<file path="src/rtl/mem_cache_pkg.sv">
// Shared types and width helpers for the MEM-stage data cache.
// Address layout: | tag | index | word offset | byte offset |
package mem_cache_pkg;

  typedef enum logic [2:0] {
    S_IDLE,
    S_WRITEBACK,
    S_REFILL,
    S_RESPOND,
    S_FLUSH_SCAN,
    S_FLUSH_WB
  } state_e;

  localparam int BYTE_OFF_W = 2;

  function automatic int off_w(input int words);
    return (words > 1) ? $clog2(words) : 0;
  endfunction

  function automatic int idx_w(input int lines);
    return $clog2(lines);
  endfunction

  function automatic int tag_w(input int aw, input int lines,
                               input int words);
    return aw - BYTE_OFF_W - off_w(words) - idx_w(lines);
  endfunction

  // Counter width that stays legal for single-word lines.
  function automatic int cnt_w(input int n);
    return (n > 1) ? $clog2(n) : 1;
  endfunction

endpackage

</file>
<file path="src/rtl/mem_stage_cache_ctrl_array.sv">
// Direct-mapped line storage: data words with byte enables,
// per-line tag, valid and dirty; single index, combinational read.
module cache_line_array
  import mem_cache_pkg::*;
#(
  parameter int NUM_LINES      = 16,
  parameter int WORDS_PER_LINE = 4,
  parameter int TAG_W          = 26,
  parameter int IW             = 4,
  parameter int OWC            = 2
) (
  input  logic             clk_i,
  input  logic             rst_i,
  input  logic [IW-1:0]    idx_i,
  input  logic [OWC-1:0]   word_i,
  output logic [31:0]      rdata_o,
  output logic [TAG_W-1:0] tag_o,
  output logic             valid_o,
  output logic             dirty_o,
  input  logic             we_i,
  input  logic [3:0]       be_i,
  input  logic [31:0]      wdata_i,
  input  logic             fill_i,
  input  logic [TAG_W-1:0] fill_tag_i,
  input  logic             set_dirty_i,
  input  logic             clr_dirty_i
);

  logic [31:0]          data_q [NUM_LINES][WORDS_PER_LINE];
  logic [TAG_W-1:0]     tag_q  [NUM_LINES];
  logic [NUM_LINES-1:0] valid_q;
  logic [NUM_LINES-1:0] dirty_q;

  assign rdata_o = data_q[idx_i][word_i];
  assign tag_o   = tag_q[idx_i];
  assign valid_o = valid_q[idx_i];
  assign dirty_o = dirty_q[idx_i];

  always_ff @(posedge clk_i) begin
    if (we_i) begin
      for (int b = 0; b < 4; b++) begin
        if (be_i[b]) begin
          data_q[idx_i][word_i][8*b +: 8] <= wdata_i[8*b +: 8];
        end
      end
    end
  end

  always_ff @(posedge clk_i) begin
    if (fill_i) begin
      tag_q[idx_i] <= fill_tag_i;
    end
  end

  // Data and tags survive reset; only the state bits are cleared.
  always_ff @(posedge clk_i) begin
    if (rst_i) begin
      valid_q <= '0;
      dirty_q <= '0;
    end else begin
      if (fill_i) begin
        valid_q[idx_i] <= 1'b1;
        dirty_q[idx_i] <= 1'b0;
      end
      if (set_dirty_i) dirty_q[idx_i] <= 1'b1;
      if (clr_dirty_i) dirty_q[idx_i] <= 1'b0;
    end
  end

endmodule

</file>
<file path="src/rtl/mem_stage_cache_ctrl.sv">
// MEM-stage write-back, write-allocate direct-mapped data cache
// with its own miss/flush sequencer and hit/miss counters.
module mem_stage_cache_ctrl
  import mem_cache_pkg::*;
#(
  parameter int NUM_LINES      = 16,
  parameter int WORDS_PER_LINE = 4,
  parameter int ADDR_W         = 32
) (
  input  logic              clk,
  input  logic              rst,
  input  logic              req_valid,
  input  logic              req_write,
  input  logic              req_is_word,
  input  logic [ADDR_W-1:0] req_addr,
  input  logic [31:0]       req_wdata,
  output logic [31:0]       rd_data,
  output logic              stall,
  input  logic              flush_req,
  output logic              flush_done,
  output logic              mem_req,
  output logic              mem_we,
  output logic [ADDR_W-1:0] mem_addr,
  output logic [31:0]       mem_wdata,
  input  logic [31:0]       mem_rdata,
  input  logic              mem_ready,
  output logic [31:0]       hit_count,
  output logic [31:0]       miss_count
);

  localparam int OW  = off_w(WORDS_PER_LINE);
  localparam int OWC = cnt_w(WORDS_PER_LINE);
  localparam int IW  = idx_w(NUM_LINES);
  localparam int TW  = tag_w(ADDR_W, NUM_LINES, WORDS_PER_LINE);
  localparam logic [OWC-1:0] LAST_BEAT = OWC'(WORDS_PER_LINE - 1);
  localparam logic [IW-1:0]  LAST_IDX  = IW'(NUM_LINES - 1);

  state_e         state_q, state_d;
  logic [OWC-1:0] beat_q, beat_d;
  logic [IW-1:0]  scan_q, scan_d;
  logic           mem_req_q, mem_req_d;
  logic           mem_we_q, mem_we_d;
  logic [31:0]    hit_q, miss_q;

  logic [TW-1:0]  req_tag;
  logic [IW-1:0]  req_idx;
  logic [OWC-1:0] req_word;
  logic [IW-1:0]  arr_idx;
  logic [OWC-1:0] arr_word;
  logic [31:0]    arr_rdata;
  logic [TW-1:0]  arr_tag;
  logic           arr_valid, arr_dirty;
  logic           arr_we, arr_fill, arr_clr_dirty;
  logic [3:0]     arr_be;
  logic [31:0]    arr_wdata;
  logic           hit, do_access, refill_we;
  logic           count_hit, count_miss;
  logic           flushing, bursting;

  assign req_tag  = req_addr[ADDR_W-1 -: TW];
  assign req_idx  = req_addr[BYTE_OFF_W+OW +: IW];
  assign req_word = (OW == 0) ? '0 : req_addr[BYTE_OFF_W +: OWC];

  function automatic logic [ADDR_W-1:0] beat_addr(
    input logic [TW-1:0]  t,
    input logic [IW-1:0]  i,
    input logic [OWC-1:0] b
  );
    logic [ADDR_W-1:0] a;
    a = ADDR_W'(t) << (ADDR_W - TW);
    a = a | (ADDR_W'(i) << (BYTE_OFF_W + OW));
    a = a | (ADDR_W'(b) << BYTE_OFF_W);
    return a;
  endfunction

  assign flushing = (state_q == S_FLUSH_SCAN) ||
                    (state_q == S_FLUSH_WB);
  assign bursting = (state_q == S_WRITEBACK) ||
                    (state_q == S_REFILL) ||
                    (state_q == S_FLUSH_WB);
  assign arr_idx  = flushing ? scan_q : req_idx;
  assign arr_word = bursting ? beat_q : req_word;
  assign hit      = arr_valid && (arr_tag == req_tag);

  assign arr_we    = refill_we || (do_access && req_write);
  assign arr_be    = (refill_we || req_is_word) ? 4'hF
                   : 4'b0001 << req_addr[1:0];
  assign arr_wdata = refill_we   ? mem_rdata
                   : req_is_word ? req_wdata
                   : {4{req_wdata[7:0]}};

  cache_line_array #(
    .NUM_LINES      (NUM_LINES),
    .WORDS_PER_LINE (WORDS_PER_LINE),
    .TAG_W          (TW),
    .IW             (IW),
    .OWC            (OWC)
  ) u_array (
    .clk_i       (clk),
    .rst_i       (rst),
    .idx_i       (arr_idx),
    .word_i      (arr_word),
    .rdata_o     (arr_rdata),
    .tag_o       (arr_tag),
    .valid_o     (arr_valid),
    .dirty_o     (arr_dirty),
    .we_i        (arr_we),
    .be_i        (arr_be),
    .wdata_i     (arr_wdata),
    .fill_i      (arr_fill),
    .fill_tag_i  (req_tag),
    .set_dirty_i (do_access && req_write),
    .clr_dirty_i (arr_clr_dirty)
  );

  always_comb begin
    state_d       = state_q;
    beat_d        = beat_q;
    scan_d        = scan_q;
    mem_req_d     = 1'b0;
    mem_we_d      = 1'b0;
    stall         = 1'b1;
    flush_done    = 1'b0;
    do_access     = 1'b0;
    count_hit     = 1'b0;
    count_miss    = 1'b0;
    refill_we     = 1'b0;
    arr_fill      = 1'b0;
    arr_clr_dirty = 1'b0;
    unique case (state_q)
      S_IDLE: begin
        stall = 1'b0;
        if (flush_req) begin
          stall   = 1'b1;
          scan_d  = '0;
          state_d = S_FLUSH_SCAN;
        end else if (req_valid && hit) begin
          do_access = 1'b1;
          count_hit = 1'b1;
        end else if (req_valid) begin
          stall      = 1'b1;
          count_miss = 1'b1;
          beat_d     = '0;
          mem_req_d  = 1'b1;
          mem_we_d   = arr_valid && arr_dirty;
          state_d    = mem_we_d ? S_WRITEBACK : S_REFILL;
        end
      end
      S_WRITEBACK: begin
        mem_req_d = 1'b1;
        mem_we_d  = 1'b1;
        if (mem_ready) begin
          beat_d = beat_q + OWC'(1);
          if (beat_q == LAST_BEAT) begin
            beat_d   = '0;
            mem_we_d = 1'b0;
            state_d  = S_REFILL;
          end
        end
      end
      S_REFILL: begin
        mem_req_d = 1'b1;
        if (mem_ready) begin
          refill_we = 1'b1;
          beat_d    = beat_q + OWC'(1);
          if (beat_q == LAST_BEAT) begin
            beat_d    = '0;
            mem_req_d = 1'b0;
            arr_fill  = 1'b1;
            state_d   = S_RESPOND;
          end
        end
      end
      S_RESPOND: begin
        stall     = 1'b0;
        do_access = req_valid;
        state_d   = S_IDLE;
      end
      S_FLUSH_SCAN: begin
        if (arr_valid && arr_dirty) begin
          beat_d    = '0;
          mem_req_d = 1'b1;
          mem_we_d  = 1'b1;
          state_d   = S_FLUSH_WB;
        end else if (scan_q == LAST_IDX) begin
          flush_done = 1'b1;
          state_d    = S_IDLE;
        end else begin
          scan_d = scan_q + IW'(1);
        end
      end
      S_FLUSH_WB: begin
        mem_req_d = 1'b1;
        mem_we_d  = 1'b1;
        if (mem_ready) begin
          beat_d = beat_q + OWC'(1);
          if (beat_q == LAST_BEAT) begin
            beat_d        = '0;
            mem_req_d     = 1'b0;
            mem_we_d      = 1'b0;
            arr_clr_dirty = 1'b1;
            state_d       = S_FLUSH_SCAN;
          end
        end
      end
      default: state_d = S_IDLE;
    endcase
  end

  always_ff @(posedge clk) begin
    if (rst) begin
      state_q   <= S_IDLE;
      beat_q    <= '0;
      scan_q    <= '0;
      mem_req_q <= 1'b0;
      mem_we_q  <= 1'b0;
    end else begin
      state_q   <= state_d;
      beat_q    <= beat_d;
      scan_q    <= scan_d;
      mem_req_q <= mem_req_d;
      mem_we_q  <= mem_we_d;
    end
  end

  always_ff @(posedge clk) begin
    if (rst) begin
      hit_q  <= '0;
      miss_q <= '0;
    end else begin
      if (count_hit && hit_q != '1) hit_q <= hit_q + 32'd1;
      if (count_miss && miss_q != '1) miss_q <= miss_q + 32'd1;
    end
  end

  // Beat address comes from the live beat counter, so it stays
  // stable for as long as the registered request is held.
  always_comb begin
    mem_addr = '0;
    if (mem_req_q) begin
      mem_addr = beat_addr((state_q == S_REFILL) ? req_tag : arr_tag,
                           arr_idx, beat_q);
    end
  end

  always_comb begin
    rd_data = '0;
    if (do_access) begin
      rd_data = req_is_word ? arr_rdata
              : {24'h0, arr_rdata[8*req_addr[1:0] +: 8]};
    end
  end

  assign mem_req    = mem_req_q;
  assign mem_we     = mem_we_q;
  assign mem_wdata  = mem_we_q ? arr_rdata : 32'h0;
  assign hit_count  = hit_q;
  assign miss_count = miss_q;

endmodule

</file>
<file path="config.mk">
export PLATFORM = sky130hd
export DESIGN_NAME = mem_stage_cache_ctrl
export DESIGN_NICKNAME = d
export VERILOG_FILES = /design/src/rtl/mem_cache_pkg.sv /design/src/rtl/mem_stage_cache_ctrl_array.sv /design/src/rtl/mem_stage_cache_ctrl.sv
export SDC_FILE = /design/constraint.sdc
export NUM_CORES = 2
export LEC_CHECK = 0
export BUFFER_PORTS_ARGS = -buffer_cell sky130_fd_sc_hd__buf_2
export CAP_MARGIN = 20
export CORE_UTILIZATION = 48
export CTS_CLUSTER_DIAMETER = 80
export DETAILED_ROUTE_END_ITERATION = 6
export GPL_ROUTABILITY_DRIVEN = 0
export GPL_TIMING_DRIVEN = 1
export PLACE_DENSITY = 0.71
export SYNTH_ARGS = -nofsm -noshare
export SYNTH_HDL_FRONTEND = slang
export SYNTH_SLANG_ARGS = --single-unit
</file>
<file path="constraint.sdc">
create_clock -name clk -period 7.46 [get_ports clk]
set_clock_uncertainty 0.05 [all_clocks]
set_input_delay 1.119 -clock clk [delete_from_list [all_inputs] [get_ports clk]]
set_output_delay 1.119 -clock clk [all_outputs]
set_load 0.05 [all_outputs]
</file>
==> flow_summary.json <==
{
  "crit_path_max_fanout": 23,
  "maxCapViolations": 0,
  "rr_worst_depth": 16,
  "grt_setup_unrepaired": "no",
  "dp_hpwl_mm": 175,
  "max_stage_delay_ns": 0.73,
  "num_rows": 168,
  "hold_violations": 0,
  "netlist_area_sq_um": 102000,
  "grt.busiest_layer": "met2",
  "drt-total-wl_mm": 289,
  "cts_buffers": 276,
  "ys_seq_elements": 2539,
  "die_w_microns": 462,
  "final_critical_path_setup_slack_ns": 0.238,
  "peakVddDrop_mv": 0.274,
  "status": "complete, but fails checks",
  "syn_to_final_growth_pct": 15.5,
  "rr_endpoint": "u_array.data_q[3][99]",
  "synth-async-reset-ratio_pct": 0,
  "pin_count": 267,
  "numClockSinks": 2539,
  "fin_nets": 6418,
  "crit_slowest_cell": "nor4_4",
  "drtAntennaViolNets": 0,
  "die_area_sq_um": 213000,
  "mostFrequentLayoutCells": "edfxtp_1, nand2_1, mux4_2",
  "worst-path-stages": 14,
  "leakagePower_uw": 0.0377,
  "path_class": "register to output pin",
  "tritoncts": "done",
  "gr-usage-all-layers_pct": 26.8,
  "gr-usage-met3_pct": 9.40,
  "drive_gt1_share_pct": 26.3,
  "worst_pin_slew_ns": 1.27,
  "crit_top_cell": "buf_4",
  "final_common_cell": "edfxtp_1",
  "crit_path_start": "scan_q[2]",
  "clk_pin_slew_ns": 0.06,
  "fin_crit_sh_pct": 96.8,
  "p_total_uw": 37000,
  "antenna_found_initial": 31,
  "crit_family": "simple AND/OR/NAND/NOR gates",
  "use_met1_pct": 34.7,
  "grt_max_degree": 189,
  "max_freq_mhz": 138,
  "critPathCapture": "rd_data[20]",
  "drc": 37,
  "slew_violations": 0,
  "crit_required_ns": 6.29,
  "ff2ff_setup_slack_ns": 1.19,
  "post_cts_buffers": 0,
  "avgSynthCellArea_sq_um": 17.7,
  "setup_viol": 0,
  "critPathCaptureType": "output pin",
  "grt_first_pass_wirelength_mm": 409,
  "start_util_pct": 48.4,
  "fillers": 15500,
  "hold_class": "register to register",
  "cp.buffers_inverters": 3,
  "failed_checks": "DRC",
  "critPathArrivalTime_ns": 6.05,
  "routedWlPerCell_microns": 31.0,
  "worstReg2RegStart": "scan_q[2]",
  "clockBufferDepth": 4,
  "yosysWarnings": 0,
  "start_kind": "register",
  "seq_area_frac_synth_pct": 74.0,
  "pwr_density_cell_nw_per_um2": 315,
  "numPortBuffers": 264,
  "synthFlopType": "edfxtp_1",
  "core_area_sq_um": 210000,
  "gr-total-overflow": 0,
  "relSlewSlack_pct": 14.5,
  "first_iter_violations": 9119,
  "firstDrtPassIters": 7,
  "synth_edf_count": 2432,
  "use_met2_pct": 40.4,
  "syn_inst": 5743,
  "place_ws_ns": 0.578,
  "root_buffer": "clkbuf_16",
  "min_delay_path_depth": 2,
  "die_h_microns": 462,
  "final_core_util_pct": 55.9,
  "grt_pass1_vias": 57700,
  "worstSkewPairLatency_ns": 0.93,
  "holdWs_ns": 0.409,
  "path_cells": "nor4bb_1 -> a31oi_4 -> nor2_4 -> buf_4 -> a32oi_1 -> nand4_1 -> xor2_1 -> nand3_1 -> or4_4 -> nor4_4 -> o21ai_2 -> buf_4 -> nor3_1 -> buf_2",
  "fin_crit_ns": 7.22,
  "synth_cell_types": 79,
  "viasPerCell": 6.44,
  "htree_levels": 5,
  "setup_tns_ns": 0,
  "vias": 60200
}
cells in the mapped netlist, drive strengths merged, types with 5 or more instances:
cell / number / area [sq um]
and2: 27 / 169
a31oi: 53 / 332
nand2: 576 / 2160
nor3: 58 / 290
nand3b: 16 / 120
a21o: 7 / 52.6
nand3: 101 / 505
a21boi: 11 / 82.6
o211ai: 5 / 51.3
o2111ai: 5 / 43.8
edfxtp: 2432 / 73000
and4: 9 / 78.8
o31ai: 30 / 225
nand2b: 13 / 81.3
clkbuf: 257 / 965
or3: 27 / 169
inv: 21 / 78.8
mux4: 525 / 11800
nor4: 21 / 146
xor2: 12 / 113
a32oi: 84 / 736
o21ai: 117 / 589
a21oi: 342 / 1720
xnor2: 5 / 43.8
a211oi: 7 / 52.6
or4: 21 / 165
nand4: 40 / 256
nor2b: 40 / 250
nor2: 205 / 769
a221oi: 6 / 52.6
a22oi: 10 / 75.1
mux2i: 77 / 774
o22ai: 200 / 1250
o221ai: 6 / 105
dfxtp: 107 / 2140
a31o: 8 / 70.1
mux2: 45 / 510
and3: 35 / 219
buf: 127 / 785
metal layers:
metal / share of wire, % / vias to the layer above
met5: 0.13 / -
li1: - / 24400
met4: 5.0 / 32
met2: 46 / 4291
met1: 36 / 30700
met3: 13 / 744
power by group:
part	total, uW	switching (uW)	internal, uW
clock	13000	5390	7620
combinational	7890	5220	2660
sequential	16100	36.4	16100
registers in the layout, summed over array words and instances (netlist names), named ones only:
register	count
u_array.data_q	2048
state_q	3
beat_q	2
u_array.dirty_q	1
mem_we	1
miss_count	32
scan_q	4
u_array.valid_q	16
u_array.tag_q	384
mem_req	1
hit_count	32
cells by family after synthesis:
group	Yosys count	share of synthesized area, %
and+or+nand+nor	1210	5.49
other	1	0.00369
AOI/OAI and AO/OA	920	5.61
muxes	647	12.9
DFF	2539	74.0
xor gates and xnor gates	17	0.154
buffers and inverters	405	1.80
adders and majority gates	4	0.0493
area by class of cell:
class / count / area, sq um / area share, %
diodes: 35 / 87.6 / 0.0746
clock buffers: 334 / 7260 / 6.19
clock inverters: 128 / 1170 / 1.00
inverters: 21 / 78.8 / 0.0672
multi-input cells: 2801 / 25300 / 21.5
flip-flops and latches: 2539 / 75200 / 64.0
well taps: 2805 / 3510 / 2.99
repair buffers: 672 / 4810 / 4.10
timing repair:
item	4_1_cts	5_1_grt
setup endpoints to repair	5	10
pin swaps	0	0
cloned	1	0
resized for setup	2	3
hold buffers	0	0
metrics by stage:
step,cell area (sq um),cells
2_1_floorplan,102000,5744
3_3_place_gp,109000,8831
3_5_place_dp,109000,8832
4_1_cts,117000,9295
5_1_grt,117000,9304
6_report,117000,9335
worst min path at each step:
| stage | from | to |
|---|---|---|
| 3_5_place_dp | register | register |
| 3_3_place_gp | register | register |
| 2_1_floorplan | register | register |
| 5_1_grt | register | register |
| 6_report | register | register |
| 4_1_cts | register | register |
worst reg2reg max path, cell delays in order, from the launching register on:
cell and delay, ns:
dfxtp_1 0.65, nor4bb_1 0.58, a31oi_4 0.17, nor2_4 0.36
buf_4 0.32, a32oi_1 0.13, nand4_1 0.14, xor2_1 0.30
nand3_1 0.12, or4_4 0.56, nor4_4 0.73, buf_4 0.44
buf_4 0.26, o211ai_4 0.17, buf_4 0.38, a21oi_1 0.33
buf_4 0.25
No activity file was read; power rests on OpenSTA's default activity.
